--- src/rtl/reg_file_demux_pkg.sv ---
// Shared types and defaults for the register-file write demux and its bus interface.
package reg_file_demux_pkg;

  localparam int unsigned N_DEFAULT     = 16;
  localparam int unsigned NREGS_DEFAULT = 8;
  localparam int unsigned CNT_W         = 16;

  typedef logic [15:0] word_t;
  typedef logic [2:0]  reg_sel_t;

endpackage

--- src/rtl/reg_file_demux_if.sv ---
// Bus-side write port, two read ports and debug observation signals of the register file.
interface reg_file_demux_if
  import reg_file_demux_pkg::*;
#(
  parameter int unsigned N     = N_DEFAULT,
  parameter int unsigned NREGS = NREGS_DEFAULT,
  parameter int unsigned SEL_W = $clog2(NREGS)
);

  logic             LD_REG;
  logic [SEL_W-1:0] DR;
  logic [SEL_W-1:0] SR1;
  logic [SEL_W-1:0] SR2;
  logic [N-1:0]     Bus_In;
  logic [N-1:0]     SR1_Out;
  logic [N-1:0]     SR2_Out;
  logic [NREGS-1:0] Ld_OneHot;
  logic [CNT_W-1:0] Wr_Count;

  modport master (
    output LD_REG, DR, SR1, SR2, Bus_In,
    input  SR1_Out, SR2_Out, Ld_OneHot, Wr_Count
  );

  modport slave (
    input  LD_REG, DR, SR1, SR2, Bus_In,
    output SR1_Out, SR2_Out, Ld_OneHot, Wr_Count
  );

endinterface

--- src/rtl/reg_file_demux_decoder_demux.sv ---
// Binary select to one-hot strobe decoder; the enable gates the decode so an
// unknown select with enable low never produces a strobe.
module decoder_demux #(
  parameter int unsigned NREGS = 8,
  parameter int unsigned SEL_W = $clog2(NREGS)
) (
  input  logic [SEL_W-1:0] sel_i,
  input  logic             en_i,
  output logic [NREGS-1:0] onehot_o
);

  always_comb begin
    onehot_o = '0;
    if (en_i) begin
      onehot_o[sel_i] = 1'b1;
    end
  end

endmodule

--- src/rtl/reg_file_demux.sv ---
// General register file: one-hot demuxed bus writes, two combinational read ports,
// registered write strobes and a write counter.
module reg_file_demux
  import reg_file_demux_pkg::*;
#(
  parameter int unsigned N      = N_DEFAULT,
  parameter int unsigned NREGS  = NREGS_DEFAULT,
  parameter int unsigned SEL_W  = $clog2(NREGS),
  parameter bit          BYPASS = 1'b0
) (
  input logic              Clk,
  input logic              Reset,
  reg_file_demux_if.slave  bus
);

  logic [N-1:0]     regs_q [NREGS];
  logic [NREGS-1:0] strobe;
  logic [NREGS-1:0] ld_onehot_q;
  logic [CNT_W-1:0] wr_count_q;

  decoder_demux #(
    .NREGS (NREGS),
    .SEL_W (SEL_W)
  ) u_decoder (
    .sel_i    (bus.DR),
    .en_i     (bus.LD_REG),
    .onehot_o (strobe)
  );

  for (genvar g = 0; g < NREGS; g++) begin : gen_regs
    always_ff @(posedge Clk) begin
      if (Reset) begin
        regs_q[g] <= '0;
      end else if (strobe[g]) begin
        regs_q[g] <= bus.Bus_In;
      end
    end
  end

  always_ff @(posedge Clk) begin
    if (Reset) begin
      ld_onehot_q <= '0;
      wr_count_q  <= '0;
    end else begin
      ld_onehot_q <= strobe;
      if (bus.LD_REG) begin
        wr_count_q <= wr_count_q + 1'b1;
      end
    end
  end

  // With bypass, a read of the register being written forwards the bus value.
  always_comb begin
    bus.SR1_Out = regs_q[bus.SR1];
    bus.SR2_Out = regs_q[bus.SR2];
    if (BYPASS && bus.LD_REG && (bus.SR1 == bus.DR)) begin
      bus.SR1_Out = bus.Bus_In;
    end
    if (BYPASS && bus.LD_REG && (bus.SR2 == bus.DR)) begin
      bus.SR2_Out = bus.Bus_In;
    end
  end

  assign bus.Ld_OneHot = ld_onehot_q;
  assign bus.Wr_Count  = wr_count_q;

endmodule
--- src/flat_wrapper.sv ---
// flat-port wrapper written by rule: the top's interface ports become plain ports
module reg_file_demux_flat import reg_file_demux_pkg::*;
#(
  parameter int unsigned N      = N_DEFAULT,
  parameter int unsigned NREGS  = NREGS_DEFAULT,
  parameter int unsigned SEL_W  = $clog2(NREGS),
  parameter bit          BYPASS = 1'b0
)
  (Clk, Reset, bus_LD_REG, bus_DR, bus_SR1, bus_SR2, bus_Bus_In, bus_SR1_Out, bus_SR2_Out, bus_Ld_OneHot, bus_Wr_Count);
  reg_file_demux_if #(.N(N), .NREGS(NREGS), .SEL_W(SEL_W)) bus_i ();
  input logic Clk;
  input logic Reset;
  input wire logic [$bits(bus_i.LD_REG)-1:0] bus_LD_REG;
  input wire logic [$bits(bus_i.DR)-1:0] bus_DR;
  input wire logic [$bits(bus_i.SR1)-1:0] bus_SR1;
  input wire logic [$bits(bus_i.SR2)-1:0] bus_SR2;
  input wire logic [$bits(bus_i.Bus_In)-1:0] bus_Bus_In;
  output wire logic [$bits(bus_i.SR1_Out)-1:0] bus_SR1_Out;
  output wire logic [$bits(bus_i.SR2_Out)-1:0] bus_SR2_Out;
  output wire logic [$bits(bus_i.Ld_OneHot)-1:0] bus_Ld_OneHot;
  output wire logic [$bits(bus_i.Wr_Count)-1:0] bus_Wr_Count;
  assign bus_i.LD_REG = bus_LD_REG;
  assign bus_i.DR = bus_DR;
  assign bus_i.SR1 = bus_SR1;
  assign bus_i.SR2 = bus_SR2;
  assign bus_i.Bus_In = bus_Bus_In;
  assign bus_SR1_Out = bus_i.SR1_Out;
  assign bus_SR2_Out = bus_i.SR2_Out;
  assign bus_Ld_OneHot = bus_i.Ld_OneHot;
  assign bus_Wr_Count = bus_i.Wr_Count;
  reg_file_demux #(.N(N), .NREGS(NREGS), .SEL_W(SEL_W), .BYPASS(BYPASS)) u_core (.Clk(Clk), .Reset(Reset), .bus(bus_i));
endmodule
--- config.mk ---
export PLATFORM = sky130hd
export DESIGN_NAME = reg_file_demux_flat
export DESIGN_NICKNAME = d
export VERILOG_FILES = /design/src/rtl/reg_file_demux_pkg.sv /design/src/rtl/reg_file_demux_if.sv /design/src/rtl/reg_file_demux_decoder_demux.sv /design/src/rtl/reg_file_demux.sv /design/src/flat_wrapper.sv
export SDC_FILE = /design/constraint.sdc
export NUM_CORES = 1
export LEC_CHECK = 0
export CORE_AREA = 3 3 152 154
export DETAILED_ROUTE_END_ITERATION = 7
export DIE_AREA = 0 0 155 157
export GPL_ROUTABILITY_DRIVEN = 0
export PLACE_DENSITY_LB_ADDON = 0.1
export SLEW_MARGIN = 20
export SYNTH_ARGS = -nofsm -noshare
export SYNTH_HDL_FRONTEND = slang
export SYNTH_SLANG_ARGS = --single-unit
--- constraint.sdc ---
create_clock -name Clk -period 5.7 [get_ports Clk]
set_input_delay 1.14 -clock Clk [delete_from_list [all_inputs] [get_ports Clk]]
set_output_delay 1.14 -clock Clk [all_outputs]
set_load 0.05 [all_outputs]
Word-level counts from Yosys, hierarchy flattened. Memory sizes are Yosys's and may differ from the RTL's. Cells that the tools add are included.

Bits in registers: 24. RAM bits: 128. Input port bits: 28. Output and inout bits: 56. Word-level logic and storage cells: 52. Memories: 1.

Add/subtract/negate cells: 1. Order comparisons: 2. Mux-type cells: 37. Bitwise gates (word level): 8. Reduce and logical (&&, ||, !) cells: 1.

Memory list: u_core.regs_q (depth 8, width 16, rd ports 2, clocked after memory_dff 0, write ports 8, RTL line reg_file_demux.sv:16) `logic [N-1:0] regs_q [NREGS];`.

Operators by type and width (count): $mux W16 (8); $mux W1 (27); $add A16 B1 Y16 const B (1); $mux W8 (1); $or A1 B1 Y1 (8); $lt A3 B4 Y1 const B (1); $demux W1 S3 (1); $ge A3 B1 Y1 const B (1); $logic_and A1 B1 Y1 (1).

Depth between registers and ports, before layout. Gate-level depths: netlist of the first run.

Depth after elaboration: 9. Depth in mapped cells: 5. Gate-level depth less buffers: 5.

Hierarchy. Synthesis of the first run repeated with hierarchy kept, for this count alone.

Cell total of the unflattened synthesis: 495. Area, all modules: 7696.1 µm².

By module, submodules not included: reg_file_demux (instances 1, cells each 487, area an instance 7601.0 µm², sequential area each 4324.1 µm²); decoder_demux (instances 1, cells each 8, area an instance 95.1 µm², sequential area each 0.0 µm²).

Worst setup path after synthesis of the first run. Ideal clock, no wire load.

Path type: input to output. From: input bus_SR1[0]. To: output bus_SR1_Out[0]. Data arrival time: 2.570 ns. Data required time: 4.560 ns. Slack: 1.990 ns. Stages: 4. Path buffers: 2. Cells stage by stage: clkbuf_1 -> buf_2 -> mux4_2 -> mux2_2.

Word-level cells in the longest chain between the ends: 1.

Ends and longest elaborated chain: start, declared (RTL line flat_wrapper.sv:15) `input wire logic [$bits(bus_i.SR1)-1:0] bus_SR1;`; $mem_v2 Z8 W16; end, declared (RTL line flat_wrapper.sv:18) `output wire logic [$bits(bus_i.SR1_Out)-1:0] bus_SR1_Out;`.

No other way between the ends.

Worst setup path after layout of the first run.
From: input bus_SR2[1]. To: output bus_SR2_Out[3].

Word-level cells in the longest chain between the ends: 1.

Ends and longest elaborated chain: start, declared (RTL line flat_wrapper.sv:16) `input wire logic [$bits(bus_i.SR2)-1:0] bus_SR2;`; $mem_v2 Z8 W16; end, declared (RTL line flat_wrapper.sv:19) `output wire logic [$bits(bus_i.SR2_Out)-1:0] bus_SR2_Out;`.

No other way between the ends.

==> run_results.csv, run 1 <==
group,metric,value,unit
grt,track_usage,17.3,%
synth,synth_top_cell_area_share,50.7,%
timing,max_freq,0.212,GHz
pwr,power_density,308,nW/µm²
layout,area_growth,23.8,%
grt,grt-ovfl-total,0,
synth,synth-edff-count,128,
worst_setup_path,worstRegToRegCells,5,
pwr,p_switching,732,µW
synth,synthFlopType,"edfxtp_1",
timing,tns,0,ps
worst_setup_path,rrSetupSlack,3830,ps
grt,antenna_found_initial,0,
routing,via_per_inst,5.09,
clocking,cts_resized,0,
worst_setup_path,reg2reg_to,"u_core.bus.Wr_Count[14]$_SDFFE_PP0P_",
worst_setup_path,cp.required,4560,ps
clocking,htree_num_levels,4,
worst_setup_path,timing.rr.start,"u_core.bus.Wr_Count[0]$_SDFFE_PP0P_",
synth,synth_common_cells,"and2_1, edfxtp_1, mux4_2",
worst_setup_path,critPathMaxFanout,10,
routing,drc,0,
synth,yosys.cell_types.count,33,
grt,grt_pass1_wl,30500,µm
floorplanning,chipWidth,155,µm
routing,firstDrtPassIters,6,
clocking,cts_tree,"done",
worst_setup_path,crit_chain,"clkdlybuf4s50_1 > buf_4 > mux4_2 > mux2_2 > clkdlybuf4s50_1",
routing,wirelength,20100,µm
layout,num-nets-final,608,
floorplanning,io_pins,84,
worst_setup_path,critical_path.slowest_cell,"clkdlybuf4s50_1",
min_path,hold_path.class,"reg -> reg",
pwr,p_int,2160,µW
synth,synth_top_area_cell,"edfxtp_1",
pwr,vdd_drop_max,0.218,mV
pwr,seq_power_share,45.0,%
clocking,root_buffer,"clkbuf_16",
timing,period_share,82.8,%
floorplanning,die_area,24300,µm²
worst_setup_path,cp_common_cell,"clkdlybuf4s50_1",
pwr,leakage,0.00322,µW
synth,syn_area,7580,µm²
timing,finalCriticalPeriod,4720,ps
routing,avgRoutedWirePerCell,23.1,µm
layout,final_util,43.0,%
pwr,pwr-share-clk,38.9,%
worst_setup_path,cp.arrival,3580,ps
floorplanning,coreArea,21800,µm²
layout,antenna_cells,0,
worst_setup_path,crit_type,"in -> out",
pwr,swShare,25.3,%
clocking,hold_buffers,0,
timing,slew_viol_final,0,
timing,final-setup-viol-count,0,
min_path,hold_path.startpoint,"u_core.bus.Wr_Count[14]$_SDFFE_PP0P_",
worst_setup_path,critPathLaunchType,"primary input",
layout,layout-drive-gt1-share,26.4,%
min_path,min_delay_path_depth,2,
clocking,clk_pin_slew,60,ps
outcome,outcome,"finished, final reports clean",
pwr,finalPower,2890,µW
routing,drtIter0Drc,344,
clocking,cts_num_sinks,152,
synth,synth_async_sr_flop_share,0,%
grt,grt_pass1_vias,4922,
synth,synth.top_cells.by_area,"edfxtp_1, mux4_2, and2_1",
timing,worst_pin_slew,1060,ps
placed_design,dpl.hpwl,11900,µm
routing,ant_nets,0,
timing,slew_headroom,29.1,%
clocking,post_cts_buffers,0,
grt,grt_max_degree,33,
pwr,pwr-share-comb,16.1,%
timing,holdWs,512,ps
placed_design,port_buffers,83,
run,maxCapViolCount,0,
placed_design,dp_cells,840,
synth,yosysWarnings,0,
clocking,numCtsBuffers,17,
timing,rsz0062_at_grt,"no",
min_path,min_to,"u_core.bus.Wr_Count[14]$_SDFFE_PP0P_",
synth,synth.ff_latch_count,152,
layout,instances_no_fill,872,
timing,worst_clock_skew,1.16,ps
synth,netlist_instances,494,
worst_setup_path,max_stage_delay,820,ps
synth,syn_area_per_cell,15.3,µm²
floorplanning,die_y,157,µm
synth,ys_seq_area_share,57.0,%
routing,num_vias,4442,
timing,hold_violations,0,
clocking,clock_latency,420,ps
synth,synth_nets,523,
floorplanning,rows,54,
worst_setup_path,cp-end-kind,"primary output",
clocking,clockBufferDepth,2,
floorplanning,start_util,34.7,%
-- power groups by stage --
| stage | sequential, µW | clock (µW) | combinational (µW) |
|---|---|---|---|
| 2_1_floorplan | 1320 | 0 | 302 |
| 3_3_place_gp | 1320 | 0 | 471 |
| 3_5_place_dp | 1330 | 0 | 475 |
| 4_1_cts | 1300 | 1140 | 476 |
| 5_1_grt | 1310 | 1200 | 494 |
| 6_report | 1300 | 1130 | 467 |
-- cell usage in the layout (no fill, tap or decap), drive strengths merged, types with 2 or more instances in the layout --
master	n
nor3	4
a31o	2
nand3	4
o21ai	2
nor4	2
xnor2	4
dfxtp	24
and2	128
edfxtp	128
clkdlybuf4s50	81
xor2	6
nor2b	3
nand4	4
nor2	21
a21oi	3
nand2b	5
mux4	64
and3	2
buf	15
inv	2
o21bai	6
mux2	34
nand2	8
clkbuf	21
bufinv	3
or3	2
clkinv	7
-- per-stage QoR --
step           worst slack, ps  area, µm²
3_3_place_gp               962       8800
3_5_place_dp               959       8810
4_1_cts                    959       9390
5_1_grt                    918       9390
6_report                   981       9390
2_1_floorplan             1990       7580
-- routing by layer --
metal | part of all wire, % | global-route usage (%) | vias up
li1 | - | - | 2044
met1 | 43 | 22.0 | 2265
met2 | 52 | 29.8 | 112
met3 | 4.5 | 4.07 | 21
met4 | 1.1 | 4.71 | 0
met5 | 0 | 0 | -
-- area by class of cell --
type,count,area [µm²]
Tap cell,280,350
Fill cell,1995,12400
Inverter,2,7.51
Clock buffer,21,450
Clock inverter,11,130
Timing Repair Buffer,96,956
Multi-Input combinational cell,310,3170
Sequential cell,152,4320
-- critical path, delay by kind of cell --
family / cells / cell delay [ps]
buf+inv: 3 / 1840
mux: 2 / 600
-- flip-flops by register name (all words and copies together) (netlist names) --
name / cells
u_core.bus.Wr_Count: 16
u_core.regs_q: 128
u_core.bus.Ld_OneHot: 8
-- worst max-delay path by stage --
stage | startpoint | to | depth (start not counted)
6_report | bus_SR2[1] | bus_SR2_Out[3] | 5
5_1_grt | bus_SR2[1] | bus_SR2_Out[3] | 5
4_1_cts | bus_SR2[1] | bus_SR2_Out[3] | 5
2_1_floorplan | bus_SR1[0] | bus_SR1_Out[0] | 4
3_5_place_dp | bus_SR2[1] | bus_SR2_Out[6] | 5
3_3_place_gp | bus_SR2[1] | bus_SR2_Out[6] | 5
-- cell families after synthesis --
| kind of cell | after synthesis | synth area share, % |
|---|---|---|
| AND/OR/NAND/NOR | 186 | 14.5 |
| flip-flops | 152 | 57.0 |
| multiplexers | 99 | 24.2 |
| buffers and inverters | 32 | 1.68 |
| AO/OA/AOI/OAI | 14 | 1.25 |
| XOR/XNOR | 10 | 1.16 |
| adder cells (fa/ha/maj) | 1 | 0.165 |
(Power assumes the default switching activity.)
==> run 2: changes to the inputs <==
==> constraint.sdc (replaced) <==
create_clock -name Clk -period 4.24 [get_ports Clk]
set_input_delay 0.848 -clock Clk [delete_from_list [all_inputs] [get_ports Clk]]
set_output_delay 0.848 -clock Clk [all_outputs]
set_load 0.05 [all_outputs]
==> run 2 against run 1 <==
Against the previous run:
- combinational power up 33%
- total power rose by 36%
- clock-buffer cell count is 2 higher
- cell count rose by 1.9%
- critical endpoint is now bus_SR1_Out[9]
- largest cell class unchanged
- largest power group unchanged
==> run_results.csv, run 2 (synthesized netlist as in run 1, its figures left out) <==
group,metric,value,unit
outcome,outcome,"finished, final reports clean",
layout,area_growth,24.8,%
floorplanning,coreArea,21800,µm²
min_path,hold_path.class,"reg -> reg",
worst_setup_path,timing.rr.start,"u_core.bus.Wr_Count[0]$_SDFFE_PP0P_",
clocking,cts_tree,"done",
floorplanning,start_util,34.7,%
layout,multi_input_area,3140,µm²
min_path,min_delay_path_depth,2,
timing,period_share,80.5,%
clocking,htree_num_levels,4,
worst_setup_path,critPathMaxFanout,14,
layout,fillers,1989,
floorplanning,die_y,157,µm
worst_setup_path,reg2reg_to,"u_core.bus.Wr_Count[14]$_SDFFE_PP0P_",
worst_setup_path,cp-end-kind,"primary output",
grt,grt_max_degree,33,
floorplanning,io_pins,84,
pwr,vdd_drop_max,0.311,mV
grt,grt_pass1_vias,5045,
grt,grt_util_met3,4.18,%
timing,slew_headroom,55.2,%
layout,top_register,"u_core.regs_q",
grt,track_usage,17.5,%
layout,antenna_cells,0,
pwr,leakage,0.00334,µW
layout,instances_no_fill,889,
clocking,clk_pin_slew,60,ps
clocking,root_buffer,"clkbuf_16",
timing,finalCriticalPeriod,3410,ps
routing,ant_nets,0,
clocking,hold_buffers,0,
timing,worst_pin_slew,673,ps
worst_setup_path,cp.arrival,2560,ps
timing,hold_violations,0,
layout,final_util,43.3,%
timing,tns,0,ps
grt,grtUsageMet2,30.2,%
routing,wirelength,20400,µm
clocking,cts_resized,0,
pwr,power_density,417,nW/µm²
routing,avgRoutedWirePerCell,23.0,µm
floorplanning,die_area,24300,µm²
worst_setup_path,cp-startpoint,"bus_SR1[0]",
timing,worst_clock_skew,5.26,ps
routing,firstDrtPassIters,4,
timing,rsz0062_at_grt,"no",
placed_design,dpl.hpwl,12500,µm
min_path,min_to,"u_core.bus.Wr_Count[14]$_SDFFE_PP0P_",
run,maxCapViolCount,0,
worst_setup_path,cp.required,3390,ps
timing,final-setup-viol-count,0,
routing,via_per_inst,5.09,
clocking,post_cts_buffers,0,
worst_setup_path,crit_type,"in -> out",
clocking,numCtsBuffers,17,
timing,max_freq,0.293,GHz
layout,layout_common_cells,"and2_1, edfxtp_1, mux4_2",
timing,slew_viol_final,0,
timing,holdWs,513,ps
layout,num-nets-final,625,
grt,antenna_found_initial,1,
floorplanning,rows,54,
routing,drtIter0Drc,236,
routing,drc,0,
clocking,cts_num_sinks,152,
grt,grt_pass1_wl,31100,µm
worst_setup_path,worstRegToRegCells,5,
grt,grt-ovfl-total,0,
min_path,hold_path.startpoint,"u_core.bus.Wr_Count[14]$_SDFFE_PP0P_",
worst_setup_path,critPathLaunchType,"primary input",
worst_setup_path,rrSetupSlack,2370,ps
placed_design,dp_cells,857,
layout,final-seq-area,4320,µm²
layout,layout-drive-gt1-share,32.3,%
placed_design,port_buffers,83,
layout,largest_register_ffs,128,
grt,gr-usage-met1,22.2,%
clocking,clockBufferDepth,2,
clocking,clock_latency,410,ps
grt,grt.busiest_layer,"met2",
floorplanning,chipWidth,155,µm
routing,num_vias,4523,
run 2: changes by cell type in the layout (fill, tap and decap cells not counted), sizes merged:
cell	before	now
bufinv	3	4
clkdlybuf4s50	81	49
buf	15	64
clkinvlp	1	2
clkinv	7	3
clkbuf	21	23
run 2: how the worst max path moves through the flow:
| stage | end | slack, ps | depth (start not counted) |
|---|---|---|---|
| 6_report | bus_SR1_Out[9] | 830 | 5 |
| 5_1_grt | bus_SR1_Out[9] | 700 | 5 |
| 4_1_cts | bus_SR1_Out[9] | 760 | 5 |
| 3_5_place_dp | bus_SR1_Out[9] | 760 | 5 |
| 3_3_place_gp | bus_SR1_Out[9] | 780 | 5 |
| 2_1_floorplan | bus_SR1_Out[0] | 1110 | 4 |
run 2: layout make-up:
type	instances	share of cell area, %
well taps	280	3.70
multi-input cells	310	33.2
repair buffers	113	10.9
clock inverters	9	1.59
clock buffers	23	4.84
inverters	2	0.0794
flip-flops and latches	152	45.7
run 2: critical path, cell delays in order:
cell	delay (ps)
buf_2	430
buf_4	280
mux4_2	500
mux2_2	280
buf_4	190
run 2: per-stage QoR:
stage | power, µW | instance area, µm² | setup slack (ps)
after global routing | 4080 | 9460 | 696
after detailed placement | 2420 | 8850 | 764
final | 3950 | 9460 | 828
after global placement | 2410 | 8850 | 778
after CTS | 4000 | 9460 | 761
after floorplan | 2180 | 7580 | 1110
run 2: layer usage:
metal	routed length [µm]	vias to the layer above
li1	-	2074
met1	8730	2301
met2	10400	124
met3	1040	22
met4	242	2
met5	7	-
run 2: power breakdown:
group          switching (µW)  internal, µW
combinational             361           261
clock                     577           998
sequential               42.7          1710
total                     980          2970
